$ cat src/rtl/lsp_prev_compose_pkg.sv
// Shared constants, state encoding and address helper
// for the LSP compose stage of the Qua_Lsp chain.
package lsp_prev_compose_pkg;

    localparam int M     = 10;
    localparam int MA_NP = 4;

    typedef enum logic [2:0] {
        S_IDLE,
        S_RD_ELE,
        S_RD_SUM,
        S_MULT,
        S_RD_FG,
        S_MAC,
        S_WR,
        S_DONE
    } state_t;

    // Row offset into a [4][10] table, built as (k<<3)+(k<<1).
    function automatic logic [10:0] times10(input logic [2:0] k);
        logic [10:0] kw;
        kw = {8'd0, k};
        return (kw << 3) + (kw << 1);
    endfunction

endpackage

$ cat src/rtl/lsp_prev_compose.sv
// Composes lspq[j] from lsp_ele, fg_sum, the MA history and fg
// using the shared L_mult/L_mac units and the shared scratch memory.
module lsp_prev_compose
    import lsp_prev_compose_pkg::*;
#(
    parameter logic [10:0] ELE_BASE       = 11'd0,
    parameter logic [10:0] FG_SUM_BASE0   = 11'd16,
    parameter logic [10:0] FG_SUM_BASE1   = 11'd32,
    parameter logic [10:0] FG_BASE0       = 11'd64,
    parameter logic [10:0] FG_BASE1       = 11'd128,
    parameter logic [10:0] FREQ_PREV_BASE = 11'd192,
    parameter logic [10:0] LSPQ_BASE      = 11'd256
) (
    input  logic        clk,
    input  logic        reset,
    input  logic        start,
    input  logic        mode,
    input  logic [31:0] memIn,
    output logic [10:0] memReadAddr,
    output logic [10:0] memWriteAddr,
    output logic [31:0] memOut,
    output logic        memWriteEn,
    output logic [15:0] L_multOutA,
    output logic [15:0] L_multOutB,
    input  logic [31:0] L_multIn,
    output logic [31:0] L_macOutA,
    output logic [15:0] L_macOutB,
    output logic [15:0] L_macOutC,
    input  logic [31:0] L_macIn,
    output logic        done
);

    state_t      state, state_n;
    logic [3:0]  j, j_n;
    logic [2:0]  k, k_n;
    logic [15:0] ele, ele_n;
    logic [15:0] fp, fp_n;
    logic [31:0] acc, acc_n;
    logic        mode_r, mode_r_n;

    logic [15:0] din;
    logic [10:0] j_off;
    logic [10:0] sum_base;
    logic [10:0] fg_base;
    logic        unused_mem_hi;

    assign din           = memIn[15:0];
    assign unused_mem_hi = ^memIn[31:16];
    assign j_off         = {7'd0, j};
    assign sum_base      = mode_r ? FG_SUM_BASE1 : FG_SUM_BASE0;
    assign fg_base       = mode_r ? FG_BASE1 : FG_BASE0;

    always_ff @(posedge clk or negedge reset) begin
        if (!reset) begin
            state  <= S_IDLE;
            j      <= '0;
            k      <= '0;
            ele    <= '0;
            fp     <= '0;
            acc    <= '0;
            mode_r <= 1'b0;
        end else begin
            state  <= state_n;
            j      <= j_n;
            k      <= k_n;
            ele    <= ele_n;
            fp     <= fp_n;
            acc    <= acc_n;
            mode_r <= mode_r_n;
        end
    end

    always_comb begin
        state_n      = state;
        j_n          = j;
        k_n          = k;
        ele_n        = ele;
        fp_n         = fp;
        acc_n        = acc;
        mode_r_n     = mode_r;
        memReadAddr  = '0;
        memWriteAddr = '0;
        memOut       = '0;
        memWriteEn   = 1'b0;
        L_multOutA   = '0;
        L_multOutB   = '0;
        L_macOutA    = '0;
        L_macOutB    = '0;
        L_macOutC    = '0;
        done         = 1'b0;

        unique case (state)
            S_IDLE: begin
                if (start) begin
                    mode_r_n = mode;
                    j_n      = '0;
                    k_n      = '0;
                    acc_n    = '0;
                    state_n  = S_RD_ELE;
                end
            end
            S_RD_ELE: begin
                memReadAddr = ELE_BASE + j_off;
                state_n     = S_RD_SUM;
            end
            S_RD_SUM: begin
                ele_n       = din;
                memReadAddr = sum_base + j_off;
                state_n     = S_MULT;
            end
            S_MULT: begin
                L_multOutA  = ele;
                L_multOutB  = din;
                acc_n       = L_multIn;
                memReadAddr = FREQ_PREV_BASE + times10(k) + j_off;
                state_n     = S_RD_FG;
            end
            S_RD_FG: begin
                fp_n        = din;
                memReadAddr = fg_base + times10(k) + j_off;
                state_n     = S_MAC;
            end
            S_MAC: begin
                L_macOutA = acc;
                L_macOutB = fp;
                L_macOutC = din;
                acc_n     = L_macIn;
                // Prefetch the next history tap while accumulating this one.
                if (k < 3'(MA_NP - 1)) begin
                    k_n         = k + 3'd1;
                    memReadAddr = FREQ_PREV_BASE + times10(k + 3'd1) + j_off;
                    state_n     = S_RD_FG;
                end else begin
                    k_n     = '0;
                    state_n = S_WR;
                end
            end
            S_WR: begin
                memWriteEn   = 1'b1;
                memWriteAddr = LSPQ_BASE + j_off;
                memOut       = {{16{acc[31]}}, acc[31:16]};
                if (j == 4'(M - 1)) begin
                    state_n = S_DONE;
                end else begin
                    j_n     = j + 4'd1;
                    state_n = S_RD_ELE;
                end
            end
            S_DONE: begin
                done    = 1'b1;
                state_n = S_IDLE;
            end
            default: state_n = S_IDLE;
        endcase
    end

endmodule

$ cat config.mk
export PLATFORM = sky130hd
export DESIGN_NAME = lsp_prev_compose
export DESIGN_NICKNAME = d
export VERILOG_FILES = /design/src/rtl/lsp_prev_compose_pkg.sv /design/src/rtl/lsp_prev_compose.sv
export SDC_FILE = /design/constraint.sdc
export NUM_CORES = 1
export LEC_CHECK = 0
export CAP_MARGIN = 25
export CORE_ASPECT_RATIO = 0.5
export CORE_MARGIN = 2
export CORE_UTILIZATION = 40
export CTS_CLUSTER_SIZE = 12
export DETAILED_ROUTE_END_ITERATION = 7
export PLACE_DENSITY_LB_ADDON = 0.2
export SLEW_MARGIN = 10
export SYNTH_ARGS = -nofsm -noshare
export SYNTH_HDL_FRONTEND = slang
export SYNTH_SLANG_ARGS = --single-unit
$ cat constraint.sdc
create_clock -name clk -period 3.09 [get_ports clk]
set_input_delay 0.618 -clock clk [delete_from_list [all_inputs] [get_ports clk]]
set_output_delay 0.618 -clock clk [all_outputs]
set_load 0.02 [all_outputs]
==> run metrics <==
share of cells above drive strength 1 13.6%; via count 4364; drt wl/cell 15.7 µm; ant diodes 0; TritonCTS Sinks 75; arrival time at the worst endpoint 2.42 ns; Die W 159 µm; status completed; critical path buffer and inverter count 2; most common cell after layout, fill and taps aside clkdlybuf4s50_1; Max Cap Viol 0; top_reg_cell synth dfrtp_1; mux share of post-synthesis cell area 3.97%; critical path data required time 2.47 ns; RD Place Congestion 0.837; grt total ovfl 0; maximum number of pins on one net before global-route repair 99; Post-synth EDFFs 0; post-route insts no fill 898; RSZ-0062 raised after global routing yes; Synth-to-Final Area Change 58.9%; TritonCTS Buffers 9; final core utilization 64.9%; Cell Int Power 0.00373 W; Pwr Total 0.00610 W; CP Launch Point k[0]$_DFFE_PN0P_; CP Cell Sequence ha_2 -> ha_4 -> ha_4 -> fa_2 -> a21oi_2 -> buf_4 -> o221ai_1 -> buf_4; Initial DRC Count 331; post-synth design cell area 0.00479 mm²; initial core utilization 40.8%; Flop pwr share 27.7%; XOR/XNOR Fraction of Synth Area 2.38%; share of the clock period used by the worst path 98.3%; IO buf count 227; hold_buf cts 0; simple-gate share of the synthesized area 25.2%; Via density 4.86; CP peak stage delay 0.39 ns; worst hold path class in -> async; Peak VDD IR 0.000368 V; Worst setup EP type output port; FF-to-FF Start state[0]$_DFFE_PN0P_; FFs w/ async S/R, synth 100%; Max Buffers Root-to-Sink 2; Avg Cell Area, Syn 9.43 µm²; switching share of power 38.9%; drt drc 0; fin. max-slew vios 0; PD cells 801 mW/mm²; Top delay family on crit path adder cells; Unique masters post-synth 50; DP HPWL 10100 µm; core box area 0.0117 mm²; Synth Register Bits 75; Lkg Pwr 3.44 nW; first-pass GRT wire length 21700 µm; vias in the first global route 4121; router iterations before antenna repair 6; cells after synthesis 508; CP Launch Type flop; Worst Setup Slack, final 0.0520 ns; sequential element share of the synthesized area 39.2%; # IOs 252; dpl ws -0.263 ns; post-synthesis compound-gate area fraction 12.6%; Rel. slew slack 34.4%; Clk pwr share 18.5%; CP Class reg -> out; slew of the pin with the lowest slew margin 0.981 ns; htree depth 3; maximum clock frequency 329 MHz; chip height 81.4 µm; Final Hold Vio Count 0; Worst path slowest cell dfrtp_1; Die ar. 0.0129 mm²; Clock transition at path regs 0.06 ns; GRT Resource Usage Total 21.2%; root buf cell clkbuf_16; # setup viols final 0; worst skew pair latency 0.33 ns; Synth warnings 0; ANT nets after route 0; combinational share of power 53.8%; Fin Clk Skew 0.00767 ns; antenna violations before repair 0; Adder-Cell Fraction of Synth Area 5.01%; placed cell count 881; minimum clock period 3.04 ns; nets 847; most frequent cells in the layout clkdlybuf4s50_1, and2_1, dfrtp_1; Sw Pwr 0.00237 W; Setup TNS 0 ns; Max FO, Critical Path 2; Routed WL 14100 µm; combinational family with the most area after synthesis simple AND/OR/NAND/NOR gates; fillers 988; CTS tree built; Core Rows 28
==> metal layers <==
metal  up-vias  share of wire, %  wire [µm]  global-route usage (%)
met5         -                 0          0                       0
met4         0               1.0        141                    4.95
met3        15               5.4        761                    4.90
met2       152                48       6800                    36.2
met1      2072                45       6420                    27.8
li1       2125                 -          -                       -
==> cells in the mapped netlist, drive strengths merged (5+ instances only) <==
| master | count | share of area [%] |
|---|---|---|
| xor2 | 5 | 0.91 |
| a21oi | 9 | 0.94 |
| dfrtp | 75 | 39 |
| o21ai | 9 | 0.94 |
| nor2 | 14 | 1.3 |
| inv | 39 | 3.1 |
| and2 | 118 | 15 |
| buf | 50 | 7.8 |
| mux2 | 16 | 3.8 |
| ha | 16 | 4.2 |
| xnor2 | 8 | 1.5 |
| clkbuf | 10 | 0.78 |
| nand2 | 57 | 4.5 |
| a222oi | 32 | 6.7 |
==> flip-flops by register name, indices dropped and copies added (netlist names) <==
register,cells
acc,32
ele,16
fp,16
j,4
k,3
mode_r,1
state,3
==> timing repair <==
action	in CTS	in global routing
pin swaps	5	3
setup buffers	1	0
gates resized for setup	41	7
endpoints found under the setup margin	7	11
==> kinds of logic after synthesis <==
family,count (synthesis)
muxes,17
DFF,75
buffers and inverters,99
AOI/OAI and AO/OA,73
and+or+nand+nor,212
xor gates and xnor gates,13
other,1
adders and majority gates,18
==> power by group through the flow <==
stage	Sequential, W	Combinational (W)	Clock (W)
3_3_place_gp	0.00167	0.00312	0
4_1_cts	0.00169	0.00328	0.00115
5_1_grt	0.00175	0.00357	0.00120
2_1_floorplan	0.00162	0.00208	0
3_5_place_dp	0.00170	0.00317	0
6_report	0.00169	0.00328	0.00113
==> per-stage QoR <==
stage               area (µm²)  hold slack [ns]
floorplan                 4820            0.322
global placement          7170            0.450
detailed placement        7170            0.456
CTS                       7570            0.471
global route              7610            0.174
finish                    7610            0.177
==> area by class of cell <==
cell class	instances	area [µm²]	share of cell area, %
Tap cell	165	206	2.71
Timing Repair Buffer	263	2560	33.7
Clock inverter	4	75.1	0.986
Multi-Input combinational cell	341	2500	32.9
Sequential cell	75	1880	24.7
Clock buffer	11	243	3.19
Inverter	39	146	1.92
==> worst paths after layout <==
| path | cells past startpoint | slack (ns) | endpoint |
|---|---|---|---|
| min in group clk | 2 | 0.46 | fp[13]$_DFFE_PN0P_ |
| worst max-delay path | 8 | 0.05 | memReadAddr[8] |
| max in group asynchronous | 2 | 2.32 | state[0]$_DFFE_PN0P_ |
| worst min-delay path | 1 | 0.18 | acc[13]$_DFFE_PN0P_ |
| worst max register to register | 7 | 0.56 | acc[22]$_DFFE_PN0P_ |
| worst min register to register | 2 | 0.46 | fp[13]$_DFFE_PN0P_ |
(Power assumes the default switching activity.)
